### config.mk
export PLATFORM = sky130hd
export DESIGN_NAME = pc_redirect_ctrl_flat
export DESIGN_NICKNAME = d
export VERILOG_FILES = /design/src/rtl/pc_redirect_ctrl_if.sv /design/src/rtl/pc_redirect_ctrl.sv /design/src/flat_wrapper.sv
export SDC_FILE = /design/constraint.sdc
export NUM_CORES = 1
export LEC_CHECK = 0
export CORE_ASPECT_RATIO = 0.8
export CORE_MARGIN = 2
export CORE_UTILIZATION = 56
export CTS_BUF_LIST = sky130_fd_sc_hd__clkbuf_8
export DETAILED_ROUTE_END_ITERATION = 8
export PLACE_DENSITY = 0.94
export SKIP_LAST_GASP = 1
export SYNTH_ARGS = -nofsm -noshare
export SYNTH_HDL_FRONTEND = slang
export SYNTH_SLANG_ARGS = --single-unit
### constraint.sdc
create_clock -name clk -period 3.92 [get_ports clk]
set_clock_uncertainty 0.2 [all_clocks]
set_input_delay 0.588 -clock clk [delete_from_list [all_inputs] [get_ports clk]]
set_output_delay 0.588 -clock clk [all_outputs]
set_load 0.01 [all_outputs]
### src/rtl/pc_redirect_ctrl_if.sv
// Instruction-memory fetch handshake between the PC sequencer (master) and imem (slave).
// Request is held with a stable address until ready is seen in the same cycle.
interface pc_redirect_ctrl_if;
    logic        imem_req;
    logic [31:0] imem_addr;
    logic        imem_ready;

    modport master (
        output imem_req,
        output imem_addr,
        input  imem_ready
    );

    modport slave (
        input  imem_req,
        input  imem_addr,
        output imem_ready
    );
endinterface

### src/rtl/pc_redirect_ctrl.sv
// Fetch-side PC sequencer: owns the PC, drives the imem handshake, resolves EX redirects.
// Optional build macro PERF_CNT_EN adds branch/taken/wait performance counters.
module pc_redirect_ctrl #(
    parameter logic [31:0] RESET_PC = 32'h0000_0000
`ifdef PERF_CNT_EN
    ,
    parameter int          CNT_W    = 32
`endif
) (
    input  logic                   clk,
    input  logic                   rst,
    input  logic                   stall_in,
    input  logic                   ex_valid,
    input  logic                   ex_branch,
    input  logic                   ex_jump,
    input  logic [2:0]             ex_funct3,
    input  logic                   ex_zero,
    input  logic                   ex_less,
    input  logic [31:0]            ex_target,
    pc_redirect_ctrl_if.master     imem,
    output logic                   redirect,
    output logic                   flush_if,
    output logic                   flush_id,
    output logic                   misalign_err,
    output logic [31:0]            misalign_addr
`ifdef PERF_CNT_EN
    ,
    output logic [CNT_W-1:0]       perf_br,
    output logic [CNT_W-1:0]       perf_taken,
    output logic [CNT_W-1:0]       perf_wait
`endif
);

    typedef enum logic [0:0] {
        RUN      = 1'b0,
        WAIT_ACK = 1'b1
    } state_t;

    state_t      state_reg;
    state_t      state_next;
    logic [31:0] pc_reg;
    logic [31:0] pc_next;
    logic [31:0] pend_reg;
    logic [31:0] pend_next;
    logic        hold_reg;
    logic        hold_next;
    logic        misalign_err_reg;
    logic        misalign_err_next;
    logic [31:0] misalign_addr_reg;
    logic [31:0] misalign_addr_next;

    logic        cond;
    logic        taken;
    logic        bad;
    logic        go;
    logic        go_run;
    logic        req;
    logic        stuck;

    // Branch condition; the ALU has already chosen signed/unsigned for ex_less.
    always_comb begin
        cond = 1'b0;
        case (ex_funct3)
            3'b000:  cond = ex_zero;
            3'b001:  cond = ~ex_zero;
            3'b100:  cond = ex_less;
            3'b101:  cond = ~ex_less;
            3'b110:  cond = ex_less;
            3'b111:  cond = ~ex_less;
            default: cond = 1'b0;
        endcase
    end

    assign taken = ex_valid & (ex_jump | (ex_branch & cond));
    assign bad   = taken & (ex_target[1:0] != 2'b00);
    assign go    = taken & ~bad;

    always_comb begin
        state_next         = state_reg;
        pc_next            = pc_reg;
        pend_next          = pend_reg;
        misalign_err_next  = 1'b0;
        misalign_addr_next = misalign_addr_reg;
        req                = 1'b0;
        stuck              = 1'b0;
        go_run             = 1'b0;
        redirect           = 1'b0;
        flush_if           = 1'b0;
        flush_id           = 1'b0;

        if (!rst) begin
            req = hold_reg | ~stall_in;
            case (state_reg)
                RUN: begin
                    stuck  = req & ~imem.imem_ready;
                    go_run = go;
                    if (go && !stuck) begin
                        // Any fetch accepted this cycle is wrong-path; flush_if kills it.
                        pc_next  = ex_target;
                        redirect = 1'b1;
                        flush_if = 1'b1;
                        flush_id = 1'b1;
                    end else if (go && stuck) begin
                        // Address must stay stable until imem accepts; park the target.
                        pend_next  = ex_target;
                        flush_id   = 1'b1;
                        state_next = WAIT_ACK;
                    end else if (req && imem.imem_ready) begin
                        pc_next = pc_reg + 32'd4;
                    end
                    if (bad) begin
                        misalign_err_next  = 1'b1;
                        misalign_addr_next = ex_target;
                    end
                end
                WAIT_ACK: begin
                    req = 1'b1;
                    if (imem.imem_ready) begin
                        flush_if   = 1'b1;
                        redirect   = 1'b1;
                        pc_next    = pend_reg;
                        state_next = RUN;
                    end
                end
                default: state_next = RUN;
            endcase
        end
        hold_next = req & ~imem.imem_ready;
    end

    always_ff @(posedge clk) begin
        if (rst) begin
            state_reg         <= RUN;
            pc_reg            <= RESET_PC;
            pend_reg          <= 32'h0;
            hold_reg          <= 1'b0;
            misalign_err_reg  <= 1'b0;
            misalign_addr_reg <= 32'h0;
        end else begin
            state_reg         <= state_next;
            pc_reg            <= pc_next;
            pend_reg          <= pend_next;
            hold_reg          <= hold_next;
            misalign_err_reg  <= misalign_err_next;
            misalign_addr_reg <= misalign_addr_next;
        end
    end

    assign imem.imem_req  = req;
    assign imem.imem_addr = pc_reg;
    assign misalign_err   = misalign_err_reg;
    assign misalign_addr  = misalign_addr_reg;

`ifdef PERF_CNT_EN
    // Event bit order: 0 = branch seen, 1 = redirect taken, 2 = waiting on ack.
    logic [2:0] perf_evt;
    assign perf_evt = {state_reg == WAIT_ACK, go_run, ex_valid & ex_branch};

    genvar gi;
    generate
        for (gi = 0; gi < 3; gi++) begin : g_perf
            logic [CNT_W-1:0] cnt_reg;
            always_ff @(posedge clk) begin
                if (rst) begin
                    cnt_reg <= '0;
                end else if (perf_evt[gi]) begin
                    cnt_reg <= cnt_reg + CNT_W'(1);
                end
            end
        end
    endgenerate

    assign perf_br    = g_perf[0].cnt_reg;
    assign perf_taken = g_perf[1].cnt_reg;
    assign perf_wait  = g_perf[2].cnt_reg;
`else
    logic unused_go_run;
    assign unused_go_run = go_run;
`endif

endmodule

### src/flat_wrapper.sv
// flat-port wrapper written by rule: the top's interface ports become plain ports
module pc_redirect_ctrl_flat 
#(
    parameter logic [31:0] RESET_PC = 32'h0000_0000

)
  (clk, rst, stall_in, ex_valid, ex_branch, ex_jump, ex_funct3, ex_zero, ex_less, ex_target, redirect, flush_if, flush_id, misalign_err, misalign_addr, imem_imem_req, imem_imem_addr, imem_imem_ready);
  pc_redirect_ctrl_if imem_i ();
  input  logic clk;
  input  logic rst;
  input  logic stall_in;
  input  logic ex_valid;
  input  logic ex_branch;
  input  logic ex_jump;
  input  logic [2:0] ex_funct3;
  input  logic ex_zero;
  input  logic ex_less;
  input  logic [31:0] ex_target;
  output logic redirect;
  output logic flush_if;
  output logic flush_id;
  output logic misalign_err;
  output logic [31:0] misalign_addr;
  output wire logic [$bits(imem_i.imem_req)-1:0] imem_imem_req;
  output wire logic [$bits(imem_i.imem_addr)-1:0] imem_imem_addr;
  input wire logic [$bits(imem_i.imem_ready)-1:0] imem_imem_ready;
  assign imem_imem_req = imem_i.imem_req;
  assign imem_imem_addr = imem_i.imem_addr;
  assign imem_i.imem_ready = imem_imem_ready;
  pc_redirect_ctrl #(.RESET_PC(RESET_PC)) u_core (.clk(clk), .rst(rst), .stall_in(stall_in), .ex_valid(ex_valid), .ex_branch(ex_branch), .ex_jump(ex_jump), .ex_funct3(ex_funct3), .ex_zero(ex_zero), .ex_less(ex_less), .ex_target(ex_target), .imem(imem_i), .redirect(redirect), .flush_if(flush_if), .flush_id(flush_id), .misalign_err(misalign_err), .misalign_addr(misalign_addr));
endmodule
* Yosys cells after proc, flatten, opt, wreduce, memory -nomap -nowiden
Cells that the tools add are included.
** Cells by class
- Reductions and logical operators :: 12
- Add/sub/neg operators :: 1
- Bitwise operators :: 15
- Mux-type cells :: 20
- Equality and inequality tests :: 8
** Operators by type and width (count)
- 2-to-1 mux 32 bit :: 4
- one-hot mux 32 bit (2 select lines) :: 1
- adder 32 x 3 -> 32 bit (second input constant) :: 1
- equality test 3 bit (second input constant) :: 4
- 2-to-1 mux 1 bit :: 12
- NOT 1 bit :: 7
- bitwise AND 1 bit :: 6
- AND reduction 3 bit :: 2
- OR reduction 2 bit :: 3
- one-hot mux 1 bit (2 select lines) :: 2
- one-hot mux 1 bit (4 select lines) :: 1
- equality test 3 x 1 -> 1 bit (second input constant) :: 1
- logical AND 1 bit :: 3
- logical NOT 3 bit :: 1
- != test 3 x 1 -> 1 bit (second input constant) :: 1
- != test 3 x 2 -> 1 bit (second input constant) :: 1
- != test 2 bit (second input constant) :: 1
- bitwise OR 1 bit :: 2
- AND reduction 2 bit :: 1
- nonzero test 2 bit :: 1
- logical NOT 1 bit :: 1
** Word-level totals
- Bits in registers :: 99
- Word-level logic and storage cells :: 62
- Input port bits :: 44
- Output and inout bits :: 69

* Longest topological paths before layout
Gate-level depths: netlist (run 1).
- Depth after elaboration :: 14
- Gate-level depth with buffers :: 7
- Depth with buffers taken out :: 6

* Least setup slack after synthesis (run 1)
OpenSTA, ideal clock, no wires.
- Kind :: in2out
- From :: input port ex_funct3[2]
- To :: output port redirect
- Arrival :: 2.124 ns
- Slack :: 1.008 ns
- Data required time :: 3.132 ns
- Buffers on the path :: 1
- Stages on the path :: 5
- Cells stage by stage :: or3b_2 > a32oi_2 > a21oi_1 > nor3_1 > buf_4
** On the way
- Cells in the longest elaborated chain, start to end :: 13
- Elaborated cells on any way between the ends :: 19
- Classes of those cells :: 5 x eq/ne; 4 x mux; 6 x bitwise; 4 x reduce/logical
** RTL lines
- from (decl) :: line flat_wrapper.sv:15 : input logic [2:0] ex_funct3;
- equality test 3 bit :: line pc_redirect_ctrl.sv:63 : case (ex_funct3)
- OR reduction 2 bit (no source line)
- one-hot mux 1 bit (4 select lines) (*) :: line pc_redirect_ctrl.sv:63
- bitwise AND 1 bit (*) :: line pc_redirect_ctrl.sv:74 : assign taken = ex_valid & (ex_jump | (ex_branch & cond));
- bitwise OR 1 bit (*) :: line pc_redirect_ctrl.sv:74
- bitwise AND 1 bit (*) :: line pc_redirect_ctrl.sv:74
- bitwise AND 1 bit :: line pc_redirect_ctrl.sv:75 : assign bad = taken & (ex_target[1:0] != 2'b00);
- NOT 1 bit :: line pc_redirect_ctrl.sv:76 : assign go = taken & ~bad;
- bitwise AND 1 bit (*) :: line pc_redirect_ctrl.sv:76
- logical AND 1 bit (*) :: line pc_redirect_ctrl.sv:97 : if (go && !stuck) begin
- 2-to-1 mux 1 bit (*)
- one-hot mux 1 bit (2 select lines) (*)
- 2-to-1 mux 1 bit (*)
- to (decl) :: line flat_wrapper.sv:19 : output logic redirect;
Every way passes the cells marked *; elsewhere a longest branch is shown, timed or not.

* Final worst setup path (run 1)
- From :: input port ex_funct3[2]
- To :: output port redirect
** On the way
- Cells in the longest elaborated chain, start to end :: 13
- Elaborated cells on any way between the ends :: 19
- Classes of those cells :: 5 x eq/ne; 4 x mux; 6 x bitwise; 4 x reduce/logical
** RTL lines
- equality test 3 bit :: line pc_redirect_ctrl.sv:63
- OR reduction 2 bit (no source line)
- one-hot mux 1 bit (4 select lines) (*) :: line pc_redirect_ctrl.sv:63
- bitwise AND 1 bit (*) :: line pc_redirect_ctrl.sv:74
- bitwise OR 1 bit (*) :: line pc_redirect_ctrl.sv:74
- bitwise AND 1 bit (*) :: line pc_redirect_ctrl.sv:74
- bitwise AND 1 bit :: line pc_redirect_ctrl.sv:75
- NOT 1 bit :: line pc_redirect_ctrl.sv:76
- bitwise AND 1 bit (*) :: line pc_redirect_ctrl.sv:76
- logical AND 1 bit (*) :: line pc_redirect_ctrl.sv:97
- 2-to-1 mux 1 bit (*) :: line pc_redirect_ctrl.sv:97
- one-hot mux 1 bit (2 select lines) (*) :: line pc_redirect_ctrl.sv:93 : case (state_reg)
- 2-to-1 mux 1 bit (*) :: line pc_redirect_ctrl.sv:91 : if (!rst) begin
Marks and branches as above.

==> reports/results.ini, run 1 <==
[final_layout]
area_growth_pct=25.4
nets=756
final_layout_size_suffix_gt1_frac=0.0643
design_area_um2=6210
nFillCells=648
antenna_cells=0
final_util=0.729
fin_cells=827

[timing]
setup_viol=0
fmax_ghz=0.281
fin_crit_sh=0.907
finalMaxSlewViolations=0
final.setup.tns_ns=0
setup_ws_ns=0.364
final.min_clock_period_ns=3.56
hold_viol=0
tightest_slew_ns=0.773
slew_headroom=0.485
rsz0062_at_grt=false

[critical_path]
worst-setup-path-type=in2out
worst_path_most_repeated_cell=clkdlybuf4s50_1
cp_cell_sequence=clkdlybuf4s50_1 > or3b_2 > a32oi_2 > a21oi_1 > nor3_1 > clkdlybuf4s50_1
cpMaxStageDelayCell=clkdlybuf4s50_1
r2r_slack_ns=0.91
start_kind=primary input
cp-end-kind=output port
cp_top_family=buffers and inverters
critPathRequiredTime_ns=3.13
worst_r2r_startpoint=u_core.imem.imem_addr[10]$_SDFFE_PP0P_
worstPathArrival_ns=2.77
cp_max_fo=4
reg2reg_to=u_core.imem.imem_addr[29]$_SDFFE_PP0P_
critPathMaxStageDelay_ns=0.58
crit_buf_inv=2
r2r_cells=5

[routing]
post-route-drc-count=0
routed_via_density=6.26
drtIter0Drc=465
first_pass_iters=5
wire_per_inst_um=17.3
via_count=5173
totalWireLength_um=14300
antenna_left=0

[yosys]
synth-simple-area-share=0.276
synth.avg_cell_area_um2=7.85
synthXorXnorAreaFrac=0.0265
synth_compound_area_frac=0.222
synth_edf_count=0
synth_ff_type=dfxtp_1
async_reset_ff_frac=0
synth_common_cells=159 x nand2_1, 99 x dfxtp_1, 66 x a21oi_1
synthAdderAreaFrac=0.00253
synth.area.mux_share=0
yosysWarnings=0
syn_inst=631
yosys.cell_count.top_type=nand2_1
syn_nets=676
ys_seq_area_frac=0.400
synth_top_family_by_area=simple AND/OR/NAND/NOR gates
synth.top_cell.area_share=0.400
syn_area_um2=4950
synth_top_cells_by_area=dfxtp_1 40%, nand2_1 12%, a21oi_1 6.7%, a311oi_1 4.8%, clkbuf_1 2.7%
ys_seq_elements=99
yosysTopAreaCell=dfxtp_1
yosys.cell_types.count=57

[floorplanning]
die_x_um=109
die_h_um=88.1
num_rows=30
die-area_um2=9610
pin_count=113
core_um2=8520
start_util=0.581

[min_path]
hold_path_class=reg2reg
min-delay-start=u_core.misalign_addr[15]$_SDFFE_PP0P_
holdPathStages=2
hold_end=u_core.misalign_addr[15]$_SDFFE_PP0P_

[placed_design]
dp_cells=812
dp_hpwl_um=9410
placed_cell_area_um2=6000
gp_congestion=0.867
pre_cts_slack_ns=0.361
io_buffers=112

[clocking]
post_cts_resized=0
tritoncts=yes
max-clock-path-buffers=2
hold_buffers=0
clk_pin_slew_ns=0.09
root_buffer=clkbuf_8
cts.htree.levels=3
clock_latency_ns=0.37
numCtsBuffers=9
clock-sinks=99
cts_setup_buffers=0

[power]
power.leakage_nw=1.95
power-per-cell-area_nw_per_um2=356
irDropWorstVdd_uv=213

[run]
cap_violations=0

[global_route]
grt_pass1_wl_um=22800
grt_start_max_net_pins=75
grt_antenna_before_repair=0
grt_usage=0.298
grt_overflow=0
grt_pass1_vias=4894

[run_status]
status=finished clean

per-stage QoR:
| stage | total power [mW] | hold slack (ns) |
|---|---|---|
| final | 2.21 | 0.257 |
| after floorplan | 1.33 | 0.236 |
| after CTS | 2.21 | 0.259 |
| after global placement | 1.51 | 0.240 |
| after detailed placement | 1.53 | 0.246 |
| after global routing | 2.29 | 0.279 |
worst max-delay path by stage:
stage	cells after the start	start	to
2_1_floorplan	5	ex_funct3[2]	redirect
3_3_place_gp	7	ex_funct3[2]	flush_id
3_5_place_dp	6	ex_funct3[2]	flush_if
4_1_cts	6	ex_funct3[2]	redirect
5_1_grt	6	ex_funct3[2]	redirect
6_report	6	ex_funct3[2]	redirect
cells in the final DEF (no fill, tap or decap), types with 9 or more instances in the layout:
master / Yosys / final
nand2_1: 159 / 159
clkdlybuf4s50_1: 0 / 111
dfxtp_1: 99 / 98
a21oi_1: 66 / 66
nor2_1: 36 / 36
a311oi_1: 27 / 27
nor3_1: 26 / 26
nand3_1: 20 / 20
buf_4: 2 / 14
a211o_1: 12 / 12
o21ai_0: 10 / 10
clkbuf_8: 7 / 9
worst reg2reg max path, cell delays in order (launching register included):
cell,delay (ns)
dfxtp_1,0.48
nand4_1,0.39
or4_4,0.73
or4_1,0.50
a311o_1,0.36
a311oi_1,0.26
where the power goes:
group          switching, mW  total, mW  leakage, nW  internal (mW)
clock network          0.346      0.699        0.108          0.353
registers             0.0635       1.12        0.808           1.05
logic                  0.194      0.395         1.04          0.201
kinds of logic after synthesis:
family	Yosys count
AOI/OAI and AO/OA	157
xor gates and xnor gates	15
adders and majority gates	1
buffers and inverters	64
DFF	99
and+or+nand+nor	295
per-layer routing:
| metal | share of wire | GRT usage | up-vias | wire length [um] |
|---|---|---|---|---|
| met1 | 0.40 | 0.375 | 2439 | 5770 |
| li1 | - | - | 2420 | - |
| met4 | 0.018 | 0.119 | 0 | 263 |
| met2 | 0.49 | 0.506 | 279 | 6940 |
| met3 | 0.092 | 0.0565 | 35 | 1320 |
| met5 | 0 | 0 | - | 0 |
cell type report:
type / instances / area (um2) / share of cell area
sequential: 99 / 1980 / 0.319
clock inverter: 6 / 83.8 / 0.0135
inverter: 7 / 26.3 / 0.00423
tap: 112 / 140 / 0.0226
timing repair buffer: 126 / 1240 / 0.199
multi-input combinational: 468 / 2620 / 0.421
clock buffer: 9 / 124 / 0.0199
No activity file was read; power rests on OpenSTA's default activity.
==> inputs of run 2 (changes only) <==
--- a/config.mk
+++ b/config.mk
@@ -7,10 +7,10 @@
 export LEC_CHECK = 0
 export CORE_ASPECT_RATIO = 0.8
 export CORE_MARGIN = 2
-export CORE_UTILIZATION = 56
+export CORE_UTILIZATION = 47
 export CTS_BUF_LIST = sky130_fd_sc_hd__clkbuf_8
 export DETAILED_ROUTE_END_ITERATION = 8
-export PLACE_DENSITY = 0.94
+export PLACE_DENSITY = 0.82
 export SKIP_LAST_GASP = 1
 export SYNTH_ARGS = -nofsm -noshare
 export SYNTH_HDL_FRONTEND = slang
==> run 2 against run 1 <==
Against the previous run: non-clock buffer count decreased by 2; wire length grew 1.9%; sequential share of layout area decreased by 0.39 points; sequential power hardly changed; die area rose by 18%; global-route usage down 4.4 points; critical endpoint is now flush_id; power increased by 6.9%; largest power group unchanged.
==> reports/results.ini, run 2 (same netlist as run 1, synthesis figures left out) <==
[global_route]
grt_overflow=0  ; unchanged
grt_usage=0.254  ; -0.0440
grt_start_max_net_pins=75  ; unchanged
grt_antenna_before_repair=0  ; unchanged
grt_pass1_wl_um=23400  ; +2.4%
grt_pass1_vias=4828  ; -1.3%

[routing]
wire_per_inst_um=17.1  ; -1.3%
drtIter0Drc=497  ; +6.9%
via_count=5050  ; -2.4%
totalWireLength_um=14600  ; +1.9%
post-route-drc-count=0  ; unchanged
antenna_left=0  ; unchanged
first_pass_iters=5  ; unchanged
routed_via_density=5.91  ; -5.5%

[timing]
fmax_ghz=0.278  ; -1.3%
final.min_clock_period_ns=3.60  ; +0.0464 ns
rsz0062_at_grt=false
finalMaxSlewViolations=0  ; unchanged
tightest_slew_ns=0.811  ; +0.0377 ns
final.setup.tns_ns=0  ; unchanged
fin_crit_sh=0.919  ; +0.0118
setup_viol=0  ; unchanged
hold_viol=0  ; unchanged
slew_headroom=0.459  ; -0.0251

[min_path]
hold_path_class=reg2reg
holdPathStages=2  ; unchanged
hold_end=u_core.misalign_addr[10]$_SDFFE_PP0P_
min-delay-start=u_core.misalign_addr[10]$_SDFFE_PP0P_

[final_layout]
final_cell_mix=159 x nand2_1, 111 x clkdlybuf4s50_1, 98 x dfxtp_1, 66 x a21oi_1, 36 x nor2_1
nFillCells=932  ; +44%
nets=754  ; -0.26%
antenna_cells=0  ; unchanged
multi_input_comb_area_um2=2620  ; unchanged
final_util=0.614  ; -0.115
seq_area_um2=1980  ; unchanged
final_common_cell=nand2_1
area_growth_pct=27.0
final_layout_size_suffix_gt1_frac=0.0658  ; +0.00149

[critical_path]
start_kind=primary input
worst_path_most_repeated_cell=clkdlybuf4s50_1
r2r_slack_ns=0.88  ; -0.03 ns
worst-setup-path-type=in2out
cp_max_fo=8  ; +4
cp_top_family=buffers and inverters
cpMaxStageDelayCell=clkdlybuf4s50_1
worst_r2r_startpoint=u_core.imem.imem_addr[10]$_SDFFE_PP0P_
critPathMaxStageDelay_ns=0.58  ; about the same
critPathRequiredTime_ns=3.13  ; about the same
cp-end-kind=output port
cp_cell_sequence=clkdlybuf4s50_1 > or3b_2 > a32oi_2 > buf_4 > nand2_1 > nor3_1 > clkdlybuf4s50_1
crit_buf_inv=3  ; +1
reg2reg_to=u_core.imem.imem_addr[27]$_SDFFE_PP0P_
r2r_cells=5  ; unchanged
worstPathArrival_ns=2.81  ; +0.04 ns

[clocking]
root_buffer=clkbuf_8
cts_setup_buffers=0  ; unchanged
numCtsBuffers=9  ; unchanged
max-clock-path-buffers=2  ; unchanged
clk_pin_slew_ns=0.09  ; about the same
cts.htree.levels=3  ; unchanged
clock-sinks=99  ; unchanged
post_cts_resized=0  ; unchanged
hold_buffers=0  ; unchanged
clock_latency_ns=0.38  ; about the same
tritoncts=yes

[power]
irDropWorstVdd_uv=246  ; +16%
power.leakage_nw=1.96  ; +0.37%
power-per-cell-area_nw_per_um2=376  ; +5.6%

[run]
cap_violations=0  ; unchanged

[floorplanning]
die_x_um=119  ; +8.8%
start_util=0.484  ; -0.0976
die-area_um2=11400  ; +18%
die_h_um=95.8  ; +8.7%
core_um2=10200  ; +20%
num_rows=33  ; +10%
pin_count=113  ; unchanged

[run_status]
status=finished clean

[placed_design]
io_buffers=112  ; unchanged
gp_congestion=0.825  ; -4.8%
dp_hpwl_um=9640  ; +2.5%

run 2: per-stage QoR:
| stage | std cells | worst slack (ns) | cell area, um2 | hold WS, ns | power [mW] |
|---|---|---|---|---|---|
| after floorplan | 631 | 1.01 | 4950 | 0.236 | 1.33 |
| after global placement | 838 | 0.449 | 6020 | 0.241 | 1.51 |
| after detailed placement | 838 | 0.349 | 6020 | 0.247 | 1.53 |
| after CTS | 854 | 0.343 | 6290 | 0.260 | 2.37 |
| after global routing | 854 | 0.241 | 6290 | 0.277 | 2.45 |
| final | 854 | 0.318 | 6290 | 0.261 | 2.36 |
run 2: worst register-to-register path, stage by stage, from the launching register on:
cell and delay [ns]:
dfxtp_1 0.47, nand4_1 0.39, or4_4 0.74, or4_1 0.42
a311o_1 0.36, a311oi_1 0.34
run 2: layout make-up:
cell class | count | area share
clock inverters | 7 | 0.0223
well taps | 140 | 0.0279
clock buffers | 9 | 0.0197
repair buffers | 124 | 0.194
flip-flops and latches | 99 | 0.315
multi-input cells | 468 | 0.416
inverters | 7 | 0.00418
run 2: worst max-delay path by stage:
stage                  from       end  slack, ns  depth (start not counted)
5_1_grt        ex_funct3[2]  flush_id       0.24                          7
3_5_place_dp   ex_funct3[2]  flush_id       0.35                          7
6_report       ex_funct3[2]  flush_id       0.32                          7
3_3_place_gp   ex_funct3[2]  flush_id       0.45                          7
2_1_floorplan  ex_funct3[2]  redirect       1.01                          5
4_1_cts        ex_funct3[2]  flush_id       0.34                          7
run 2: routing by layer:
| layer | vias to the layer above | global-route usage | wire, um |
|---|---|---|---|
| met3 | 32 | 0.0569 | 1000 |
| met1 | 2397 | 0.317 | 6360 |
| met2 | 210 | 0.437 | 6950 |
| met5 | - | 0 | 0 |
| met4 | 0 | 0.0893 | 260 |
| li1 | 2411 | - | - |
run 2: power breakdown:
group / internal, mW / switching (mW) / total (mW)
clock network: 0.487 / 0.369 / 0.855
registers: 1.05 / 0.0630 / 1.12
logic: 0.198 / 0.193 / 0.392
